## src/rtl/gate_array_pipe.sv

```systemverilog
// Pipelined bitwise two-operand gate unit with a stateful chained-AND mode.
// Results are queued in a DEPTH-entry FIFO behind valid/ready handshakes.
module gate_array_pipe #(
  parameter int WIDTH = 8,
  parameter int DEPTH = 4
) (
  input  logic                             clk,
  input  logic                             rst,
  input  logic                             in_valid,
  output logic                             in_ready,
  input  logic [WIDTH-1:0]                 in_a,
  input  logic [WIDTH-1:0]                 in_b,
  input  logic [2:0]                       in_op,
  output logic                             out_valid,
  input  logic                             out_ready,
  output logic [WIDTH-1:0]                 out_y,
  output logic                             out_all,
  output logic                             out_any,
  output logic [$clog2(DEPTH+1)-1:0]       count
);

  localparam int AW = $clog2(DEPTH);
  localparam int CW = $clog2(DEPTH + 1);

  logic [WIDTH-1:0] mem_q [DEPTH];
  logic [WIDTH-1:0] mem_d [DEPTH];
  logic [AW-1:0]    wr_ptr_q, wr_ptr_d;
  logic [AW-1:0]    rd_ptr_q, rd_ptr_d;
  logic [CW-1:0]    count_q, count_d;
  logic [WIDTH-1:0] acc_q, acc_d;

  logic             accept;
  logic             pop;
  logic [WIDTH-1:0] result;

  // No full bypass: a pop in the same cycle does not free a slot for this beat.
  assign in_ready  = !rst && (count_q < CW'(DEPTH));
  assign out_valid = (count_q != '0);
  assign accept    = in_valid && in_ready;
  assign pop       = out_valid && out_ready;

  assign out_y   = out_valid ? mem_q[rd_ptr_q] : '0;
  assign out_all = out_valid && (&out_y);
  assign out_any = |out_y;
  assign count   = count_q;

  always_comb begin
    result = '0;
    unique case (in_op)
      3'd0: result = in_a & in_b;
      3'd1: result = in_a | in_b;
      3'd2: result = in_a ^ in_b;
      3'd3: result = ~(in_a & in_b);
      3'd4: result = ~(in_a | in_b);
      3'd5: result = ~(in_a ^ in_b);
      3'd6: result = in_a & ~in_b;
      3'd7: result = acc_q & in_a & in_b;
      default: result = '0;
    endcase
  end

  always_comb begin
    mem_d    = mem_q;
    wr_ptr_d = wr_ptr_q;
    rd_ptr_d = rd_ptr_q;
    count_d  = count_q;
    acc_d    = acc_q;
    if (accept) begin
      mem_d[wr_ptr_q] = result;
      wr_ptr_d        = wr_ptr_q + AW'(1);
      if (in_op == 3'd7) acc_d = result;
    end
    if (pop) rd_ptr_d = rd_ptr_q + AW'(1);
    case ({accept, pop})
      2'b10:   count_d = count_q + CW'(1);
      2'b01:   count_d = count_q - CW'(1);
      default: count_d = count_q;
    endcase
  end

  always_ff @(posedge clk) begin
    if (rst) begin
      for (int i = 0; i < DEPTH; i++) mem_q[i] <= '0;
      wr_ptr_q <= '0;
      rd_ptr_q <= '0;
      count_q  <= '0;
      acc_q    <= '1;
    end else begin
      mem_q    <= mem_d;
      wr_ptr_q <= wr_ptr_d;
      rd_ptr_q <= rd_ptr_d;
      count_q  <= count_d;
      acc_q    <= acc_d;
    end
  end

endmodule
```

## config.mk

```make
export PLATFORM = sky130hd
export DESIGN_NAME = gate_array_pipe
export DESIGN_NICKNAME = d
export VERILOG_FILES = /design/src/rtl/gate_array_pipe.sv
export SDC_FILE = /design/constraint.sdc
export NUM_CORES = 1
export LEC_CHECK = 0
export ABC_AREA = 1
export CORE_MARGIN = 2
export CORE_UTILIZATION = 30
export DETAILED_ROUTE_END_ITERATION = 10
export GPL_TIMING_DRIVEN = 0
export HOLD_SLACK_MARGIN = 0.15
export PLACE_DENSITY = 0.47
export SETUP_SLACK_MARGIN = 0.5
export SLEW_MARGIN = 5
export SYNTH_ARGS = -nofsm -noshare
export SYNTH_HDL_FRONTEND = slang
export SYNTH_SLANG_ARGS = --single-unit
```

## constraint.sdc

```tcl
create_clock -name clk -period 2.33 [get_ports clk]
set_input_delay 0.3495 -clock clk [delete_from_list [all_inputs] [get_ports clk]]
set_output_delay 0.3495 -clock clk [all_outputs]
set_load 0.03 [all_outputs]
```

## Word-level counts from Yosys, hierarchy flattened

Cells that the tools add are included.

| storage, ports and cells | value |
|---|---|
| output and inout bits | 15 |
| flip-flop bits (word level) | 47 |
| input bits | 23 |
| word-level logic and storage cells | 58 |

| cells by class | value |
|---|---|
| order comparisons | 4 |
| reduce and logical (&&, ||, !) cells | 12 |
| bitwise logic cells | 12 |
| multiplexer cells | 9 |
| $add $sub $neg | 4 |
| eq/ne operators | 9 |

Operator list:

| cell | count |
|---|---|
| $pmux W8 S8 | 1 |
| $and A8 B8 Y8 | 4 |
| $bwmux W32 | 1 |
| $mux W8 | 4 |
| $not A8 Y8 | 4 |
| $bmux W8 S2 | 1 |
| $demux W8 S2 | 1 |
| $eq A3 B3 Y1 const B | 4 |
| $or A8 B8 Y8 | 1 |
| $reduce_and A8 Y1 | 1 |
| $reduce_or A8 Y1 | 1 |
| $xor A8 B8 Y8 | 1 |
| $eq A3 B2 Y1 const B | 2 |
| $ge A3 B3 Y1 const B | 2 |
| $not A2 Y3 | 2 |
| $pmux W3 S2 | 1 |
| $logic_and A1 B1 Y1 | 5 |
| $add A2 B1 Y2 const B | 2 |
| $add A3 B1 Y3 const B | 1 |
| $eq A3 B1 Y1 const B | 1 |
| $logic_not A3 Y1 | 1 |
| $lt A3 B1 Y1 const B | 1 |
| $lt A3 B3 Y1 const B | 1 |
| $reduce_bool A3 Y1 | 1 |
| 6 further kinds | 6 |

## Logic depth before layout (Yosys ltp)

Gate-level depths: netlist of the first run.

| depth | value |
|---|---|
| depth after elaboration | 7 |
| mapped depth | 10 |
| depth with buffers taken out | 9 |

## Worst setup path after synthesis of the first run

OpenSTA, ideal clock, no wires.

| timing | value |
|---|---|
| path type | flip-flop to output port |
| start | reg count_q[2] (netlist: count[2]) |
| end | out out_all |
| slack | 0.238 ns |
| arrival time | 1.743 ns |
| stages on the path, launching flop included | 7 |
| required time | 1.980 ns |
| buffers on the path | 0 |
| cell sequence | dfxtp_1 nor3_1 clkinv_1 nand2_1 inv_1 nand2_1 nor2_1 |

| on the way | value |
|---|---|
| longest elaborated chain between the ends | 4 |

Ends and longest elaborated chain:

| element | RTL line | text |
|---|---|---|
| start, declared | 29 | `logic [CW-1:0] count_q, count_d;` |
| start signal, assigned | 92 | `count_q <= count_d;` |
| $reduce_bool A3 Y1 | 38 | `assign out_valid = (count_q != '0);` |
| named net out_valid | 14 | `output logic out_valid,` |
| $mux W8 | 42 | `assign out_y = out_valid ? mem_q[rd_ptr_q] : '0;` |
| named net out_y[3] | 16 | `output logic [WIDTH-1:0] out_y,` |
| $reduce_and A8 Y1 | 43 | `assign out_all = out_valid && (&out_y);` |
| $logic_and A1 B1 Y1 | 43 |  |
| end, declared | 17 | `output logic out_all,` |

The timed path passes the listed nets, and every way through them passes these cells.

## Final worst setup path of the first run

| timing | value |
|---|---|
| start | reg rd_ptr_q[0] |
| end | out out_any |

| on the way | value |
|---|---|
| longest elaborated chain between the ends | 6 |

Ends and longest elaborated chain:

| element | RTL line | text |
|---|---|---|
| start, declared | 28 | `logic [AW-1:0] rd_ptr_q, rd_ptr_d;` |
| start signal, assigned | 91 | `rd_ptr_q <= rd_ptr_d;` |
| $not A2 Y3 (implied by the code) | 42 |  |
| $bmux W8 S2 | 42 |  |
| $mux W8 (implied by the code) (2 in series) | 42 |  |
| $mux W8 | 42 |  |
| $reduce_or A8 Y1 | 44 | `assign out_any = \|out_y;` |
| end, declared | 18 | `output logic out_any,` |

Every way passes these cells. The select of a mux whose other input is x is not followed.

==> results of run 1 <==
how the worst max path moves through the flow:
stage,end,slack (ns),cells after the start
after global placement,out_all,-0.19,9
final,out_any,0.27,11
after global routing,out_any,0.16,11
after floorplan,out_all,0.55,9
after CTS,out_all,0.25,10
after detailed placement,out_all,-0.18,9
layer usage:
| metal | track usage [%] | routed length, um |
|---|---|---|
| met1 | 23.6 | 5320 |
| met3 | 2.25 | 314 |
| met2 | 28.2 | 4840 |
| met5 | 0 | 0 |
| met4 | 4.23 | 70 |
what timing repair did:
| item | 4_1_cts | 5_1_grt |
|---|---|---|
| gates cloned | 1 | 0 |
| gates resized for setup | 93 | 31 |
| pin swaps | 7 | 10 |
| buffers inserted | 7 | 6 |
| setup endpoints to repair | 31 | 54 |
through the flow:
| step | std cells | power (mW) | util (%) | setup WS, ns | cell area, um^2 |
|---|---|---|---|---|---|
| floorplan | 573 | 1.84 | - | 0.547 | 3600 |
| global placement | 753 | 2.29 | 35.9 | -0.195 | 4150 |
| detailed placement | 753 | 2.31 | 35.9 | -0.180 | 4150 |
| CTS | 769 | 3.23 | 38.2 | 0.247 | 4410 |
| global route | 775 | 3.57 | 39.7 | 0.157 | 4590 |
| finish | 775 | 3.32 | 39.7 | 0.265 | 4590 |
state kept, by name, summed over array words and instances (netlist names):
signal,flops
rd_ptr_q,2
wr_ptr_q,2
mem_q,32
count,3
acc_q,8
final cells by class:
type	count	area share (%)
Multi-Input combinational cell	381	48.2
Inverter	131	11.1
Clock buffer	7	3.11
Tap cell	143	3.90
Buffer	14	2.07
Sequential cell	47	20.7
Timing Repair Buffer	50	10.7
Timing Repair inverter	1	0.109
Clock inverter	1	0.109
Yosys cell counts, types with 7 or more instances:
master	n
nand2_1	146
inv_1	120
nand4_1	49
a21oi_1	48
dfxtp_1	47
nor2_1	31
ha_1	29
nand3_1	26
nor2_2	16
nand3b_1	8
o21ai_0	8
inv_2	7
where the power goes:
group | total [mW] | switching (mW) | internal, mW
Clock | 0.742 | 0.316 | 0.427
Sequential | 0.957 | 0.0659 | 0.891
Combinational | 1.62 | 0.986 | 0.637
cell families after synthesis:
group                      count (synthesis)  share of synthesized area, %
and+or+nand+nor                          289                          38.1
DFF                                       47                          26.2
buffers and inverters                    145                          15.9
adders and majority gates                 30                          10.7
AOI/OAI and AO/OA                         61                          8.86
xor gates and xnor gates                   1                         0.244
worst reg2reg max path: stages (launching register included):
cell and delay [ns]:
dfxtp_4 0.37, nor3_4 0.33, nor2_4 0.07, ha_4 0.17, inv_4 0.06, fa_2 0.44, a211oi_2 0.21
==> metrics.txt, run 1 <==
Hold Fails Final Rpt=0; DR DRC count=0; vias in the first global route=between 3000 and 4000; vias=between 3000 and 4000; R2R Setup Slk=0.60 ns; Post-synth ARST share=0%; vias per cell=4.63; Setup TNS=0 ns; die height=113 um; antenna violations before repair=0; NumNets Final=684; final worst path period need=2.06 ns; Slew headroom=55.1%; RR Endpoint=count[1]; CP peak stage delay=0.32 ns; total gr overflow=0; Setup-failing EPs final=0; Ports=38; Max Slew Vio Count=0; static leakage=2.34 nW; largest cells by area after synthesis=dfxtp_1, nand2_1, inv_1; die area=12800 um^2; number of synthesized flops with an enable pin=0; Cell variety after synth=29; unrepaired setup endpoints after global routing=yes; DRT iter0 DRCs=~150; clk sinks=47; multi-input logic area=2210 um^2; FMAX=484 MHz; worst-margin pin slew=0.672 ns; Max Cap Viol=0; sequential-to-total area share from yosys stat=26.2%; layout cells sized above 1=around 16%; Seq. cell area=948 um^2; Worst path slowest cell=dfxtp_2; commonest non-fill, non-tap cell in the layout=nand2_1; hold slack=0.480 ns; drt total wl=10500 um; Critical Path RT=~2 ns; HP Class=register to register; Initial Util=31.0%; worst r2r src=count[2]; Initial DRT Pass Iterations=4; Mapped Nets=626; CTS tree=done; critical path arrival=between 1.5 and 2 ns; CP top delay family=buffers and inverters; status=finished clean; Crit path buffers/inverters=4; commonest cells after routing, fill and taps aside=nand2_1, inv_1, nand4_1; Mean Syn Cell Area=6.26 um^2; Yosys reg bits=47; DR WL/cell=13.6 um; Final ANT Viol Nets=0; Detail Placement HPWL=7820 um; hold path depth=2; H-tree levels=2; antenna diode count=0; CORE AREA=11600 um^2; min-delay src=acc_q[2]; routability congestion estimate=approximately 0.82; Mapped Area=between 3000 and 4000 um^2; Filler cells=roughly 1200; area leader, netlist=dfxtp_1; clock latency on the worst-skew pair=0.29 ns; die width=113 um; largest net degree at the start of global routing=15; highest ir drop seen on vdd=0.310 mV; GRT Resource Usage Total=17.1%; I/O Buffers=37; Power Density=724 nW/um^2; fin crit share=88.6%; CTS Buffer Depth=2; TritonCTS buffer count=5; first-pass GRT wire length=17400 um; hold buffer count at CTS=0; CP Max Fanout=8; clk root buf=clkbuf_16; Main synth FF type=dfxtp_1; Critical Path Start=rd_ptr_q[0]; clock skew=0.00724 ns; warnings from Yosys=0; Synth Instances=573; cell mode on critical path=buf_6; crit path launch type=register; Synth top area share=26.2%; reg2reg path depth=6; Crit Path Category=register to output pin; Reg clk slew, reported paths=0.07 ns; Synth-to-Final Area Change=27.9%; Worst Hold End=acc_q[2]; crit-path cells=buf_6 > clkinvlp_4 > buf_6 > nand2_2 > nand3_1 > and2_4 > nand2_2 > nand2_1 > nor2_1 > nand2_1 > buf_6; row cnt=39; CP endpoint kind=output pin
No activity file was read; power rests on OpenSTA's default activity.
==> run 2, diff against run 1 <==
==> constraint.sdc (replaced) <==
create_clock -name clk -period 2.5 [get_ports clk]
set_input_delay 0.375 -clock clk [delete_from_list [all_inputs] [get_ports clk]]
set_output_delay 0.375 -clock clk [all_outputs]
set_load 0.03 [all_outputs]
==> run 2 against run 1 <==
Against the previous run:
- die area did not move
- wire length grew 0.84%
- critical endpoint is now out_all
- sequential share of layout area rose by 0.45 points
- clock-buffer cell count down 1
- clock power is 18% higher
- largest power group unchanged
- highest routed layer unchanged
- critical path type unchanged
==> metrics.txt, run 2 (synthesis results as in run 1) <==
static leakage=2.27 nW; multi-input logic area=2140 um^2; CTS Buffer Depth=2; clock latency on the worst-skew pair=roughly 0.29 ns; crit path launch type=register; Seq. cell area=about 940 um^2; clk sinks=47; Max Slew Vio Count=0; commonest non-fill, non-tap cell in the layout=nand2_1; Detail Placement HPWL=7910 um; H-tree levels=2; worst-margin pin slew=0.644 ns; largest net degree at the start of global routing=15; drt total wl=~11000 um; Crit path buffers/inverters=3; DR WL/cell=13.8 um; Critical Path RT=2.12 ns; CP endpoint kind=output pin; die area=12800 um^2; Slew headroom=57.1%; Reg clk slew, reported paths=around 0.070 ns; row cnt=39; clock skew=0.00660 ns; fin crit share=around 80%; vias per cell=4.63; layout cells sized above 1=13.3%; routability congestion estimate=between 0.8 and 0.9; status=finished clean; antenna violations before repair=0; Power Density=~710 nW/um^2; Max Cap Viol=0; final worst path period need=2.06 ns; placed cells=753; commonest cells after routing, fill and taps aside=nand2_1, inv_1, nand4_1; total gr overflow=0; CTS tree=done; Setup-failing EPs final=0; Post-Layout Cell Count=just under 800; Initial DRT Pass Iterations=4; CP top delay family=buffers and inverters; Final ANT Viol Nets=0; Hold Fails Final Rpt=0; antenna diode count=0; Worst path slowest cell=dfxtp_2; DR DRC count=0; highest ir drop seen on vdd=0.269 mV; max reg flops=32; HP Class=register to register; Setup TNS=0 ns; Initial Util=31.0%; R2R Setup Slk=0.68 ns; I/O Buffers=37; CORE AREA=about 12000 um^2; Ports=38; Crit Path Category=register to output pin; Filler cells=roughly 1300; FMAX=485 MHz; NumNets Final=678; clk root buf=clkbuf_16; unrepaired setup endpoints after global routing=yes; TritonCTS buffer count=5; critical path arrival=1.69 ns; CP Max Fanout=10; Synth-to-Final Area Change=24.4%; die height=113 um; vias in the first global route=around 3300; cell mode on critical path=buf_4; CP peak stage delay=0.32 ns; die width=113 um; Reg with most FFs=mem_q; first-pass GRT wire length=17700 um; DRT iter0 DRCs=174; GRT Resource Usage Total=17.3%; vias=3564; crit-path cells=buf_6 > buf_4 > o21ai_1 > nand3_1 > nor2_1 > nand2_1 > nor2_2 > buf_4
run 2: cell count changes in the layout (fill, tap and decap cells not counted), sizes merged:
cell / previous run / this run
buf: 34 / 28
clkdlybuf4s15: 1 / 0
clkinv: 5 / 2
clkdlybuf4s50: 21 / 25
dlymetal6s2s: 4 / 1
bufinv: 0 / 3
run 2: through the flow:
step	power [mW]	setup slack, ns	hold slack (ns)	cell area [um^2]	utilization [%]
after floorplan	1.70	0.504	0.440	3590	-
after global placement	2.13	0.0000524	0.459	4140	35.8
after detailed placement	2.15	0.00452	0.460	4140	35.8
after CTS	3.09	0.418	0.479	4370	37.8
after global routing	3.37	0.299	0.503	4460	38.6
final	3.16	0.440	0.478	4460	38.6
run 2: power by group:
| group | internal, mW | switching [mW] |
|---|---|---|
| Combinational | 0.548 | 0.850 |
| Sequential | 0.823 | 0.0629 |
| Clock | 0.574 | 0.300 |
run 2: routing by layer:
metal	vias to the layer above	track usage, %	wire length (um)
li1	1908	-	-
met1	1582	24.1	5250
met2	67	28.0	4810
met5	-	0	0
met3	7	2.25	432
met4	0	4.72	141
run 2: worst paths after layout:
check,startpoint,endpoint,cells past startpoint
min,acc_q[2],acc_q[2],2
min reg2reg,acc_q[2],acc_q[2],2
max reg2reg,count[2],count[2],9
max,rd_ptr_q[0],out_all,8
run 2: tightest hold or removal path, delay by kind of cell (launching register included):
| kind | cells | cell delay, ns |
|---|---|---|
| flops | 1 | 0.33 |
| compound gates | 1 | 0.06 |
| simple gates | 1 | 0.05 |
run 2: repair_timing:
item	4_1_cts	5_1_grt
cloned	0	0
hold buffers	0	0
endpoints found under the setup margin	12	34
resized for setup	64	30
buffers inserted	3	5
pin swaps	3	11
run 2: final cells by class:
cell class / count / share of cell area, %
Sequential cell: 47 / 21.1
Clock inverter: 2 / 1.35
Clock buffer: 6 / 2.89
Buffer: 14 / 2.16
Inverter: 131 / 11.6
Tap cell: 143 / 4.01
Multi-Input combinational cell: 381 / 47.9
Timing Repair Buffer: 45 / 8.97
==> run 3, diff against run 2 <==
==> constraint.sdc (replaced) <==
create_clock -name clk -period 2.13 [get_ports clk]
set_input_delay 0.3195 -clock clk [delete_from_list [all_inputs] [get_ports clk]]
set_output_delay 0.3195 -clock clk [all_outputs]
set_load 0.03 [all_outputs]
==> run 3 against run 2 <==
Against the previous run:
- sequential share of layout area shrank 1.1 points
- clock power shrank 9.8%
- via count grew 3.2%
- largest cell class unchanged
- highest routed layer unchanged
==> metrics.txt, run 3 (synthesis results as in run 1) <==
status=finished clean; Post-Layout Cell Count=782; Worst path slowest cell=dfxtp_2; H-tree levels=2; CP peak stage delay=0.33 ns; clock skew=0.00576 ns; Setup-failing EPs final=0; commonest non-fill, non-tap cell in the layout=nand2_1; TritonCTS buffer count=5; Tot Pwr=3.74 mW; HP Class=register to register; die area=12800 um^2; Reg clk slew, reported paths=0.07 ns; NumNets Final=approximately 690; unrepaired setup endpoints after global routing=yes; DRT iter0 DRCs=between 100 and 150; highest ir drop seen on vdd=0.335 mV; DR DRC count=0; final worst path period need=1.99 ns; CTS tree=done; static leakage=2.50 nW; Initial Util=31.0%; post-route setup slack=0.138 ns; Initial DRT Pass Iterations=5; antenna diode count=0; first-pass GRT wire length=18000 um; total gr overflow=0; Critical Path RT=~1.8 ns; row cnt=39; max reg flops=32; CP Max Fanout=8; vias per cell=4.70; I/O Buffers=37; GRT Resource Usage Total=17.6%; Synth-to-Final Area Change=32.9%; clk sinks=47; Reg with most FFs=mem_q; Power Density=784 nW/um^2; crit-path cells=buf_8 > clkinvlp_4 > nand2_1 > nand2_1 > nand2_1 > o21ai_2 > nand2_1 > nand2_1 > nor2_1 > nand2_1 > buf_6; Max Slew Vio Count=0; DR WL/cell=13.8 um; vias=3677; Slew headroom=62.6%; hold buffer count at CTS=0; post-route cell area=4770 um^2; Seq. cell area=955 um^2; fin crit share=93.5%; vias in the first global route=between 3000 and 4000; Filler cells=1210; crit path launch type=register; layout cells sized above 1=about a fifth; pre-CTS setup slack=-0.306 ns; largest net degree at the start of global routing=15; Ports=38; critical path arrival=1.67 ns; antenna violations before repair=0; worst-margin pin slew=~0.56 ns; Final ANT Viol Nets=0; placed cell areas=4210 um^2; clk root buf=clkbuf_16; CORE AREA=~12000 um^2; die height=approximately 110 um; CTS Buffer Depth=2; placed cells=753; Crit Path Category=register to output pin; Detail Placement HPWL=7840 um; multi-input logic area=2300 um^2; Setup TNS=0 ns; routability congestion estimate=0.787; Hold Fails Final Rpt=0; die width=113 um; Max Cap Viol=0; FMAX=502 MHz; CP endpoint kind=output pin; clock latency on the worst-skew pair=0.29 ns; cell mode on critical path=nand2_1; drt total wl=10800 um; commonest cells after routing, fill and taps aside=nand2_1, inv_1, nand4_1
-- run 3: changes by cell type in the layout (fill, tap and decap cells not counted), sizes merged --
cell and change:
clkbuf -1, dlymetal6s2s +10, clkdlybuf4s15 +2, bufinv -3
buf +14, dlygate4sd2 +10, clkinv +3, clkdlybuf4s50 -23
inv +1
-- run 3: repair_timing --
action | in CTS | in global routing
cloned | 1 | 0
endpoints found under the setup margin | 59 | 52
resized for setup | 137 | 37
buffers inserted | 16 | 4
pin swaps | 24 | 21
-- run 3: metal layers --
layer	vias up	track usage (%)	wire length, um
li1	1944	-	-
met4	0	5.20	155
met1	1655	23.5	5310
met5	-	0	0
met2	68	29.9	5010
met3	10	2.04	318
-- run 3: worst paths after layout --
kind	from	end	slack (ns)	cells after the start
max	rd_ptr_q[0]	out_any	0.14	11
min	acc_q[0]	acc_q[0]	0.47	2
max reg2reg	count[2]	count[2]	0.28	11
min reg2reg	acc_q[0]	acc_q[0]	0.47	2
-- run 3: cell type report --
type                       instances  share of cell area [%]
buffer                            14                    2.63
clock buffer                       5                    2.63
clock inverter                     3                   0.315
inverter                         131                    11.1
multi-input combinational        381                    48.2
sequential                        47                    20.0
tap                              143                    3.75
timing repair buffer              58                    11.3
-- run 3: critical path, delay by kind of cell, from the launching register on --
| kind | cells | cell delay (ns) |
|---|---|---|
| buffers and inverters | 3 | 0.45 |
| DFF | 1 | 0.33 |
| and+or+nand+nor | 7 | 0.53 |
| AOI/OAI and AO/OA | 1 | 0.07 |
-- run 3: power breakdown --
group | leakage [nW] | total [mW] | internal, mW | switching, mW
registers | 0.385 | 1.04 | 0.982 | 0.0594
clock network | 0.0649 | 0.788 | 0.428 | 0.360
logic | 2.05 | 1.91 | 0.786 | 1.12
total | 2.50 | 3.74 | 2.20 | 1.54
-- run 3: metrics by stage --
step,hold WS (ns),util [%]
floorplan,0.440,-
global placement,0.456,36.4
detailed placement,0.456,36.4
CTS,0.475,40.1
global route,0.503,41.2
finish,0.469,41.2
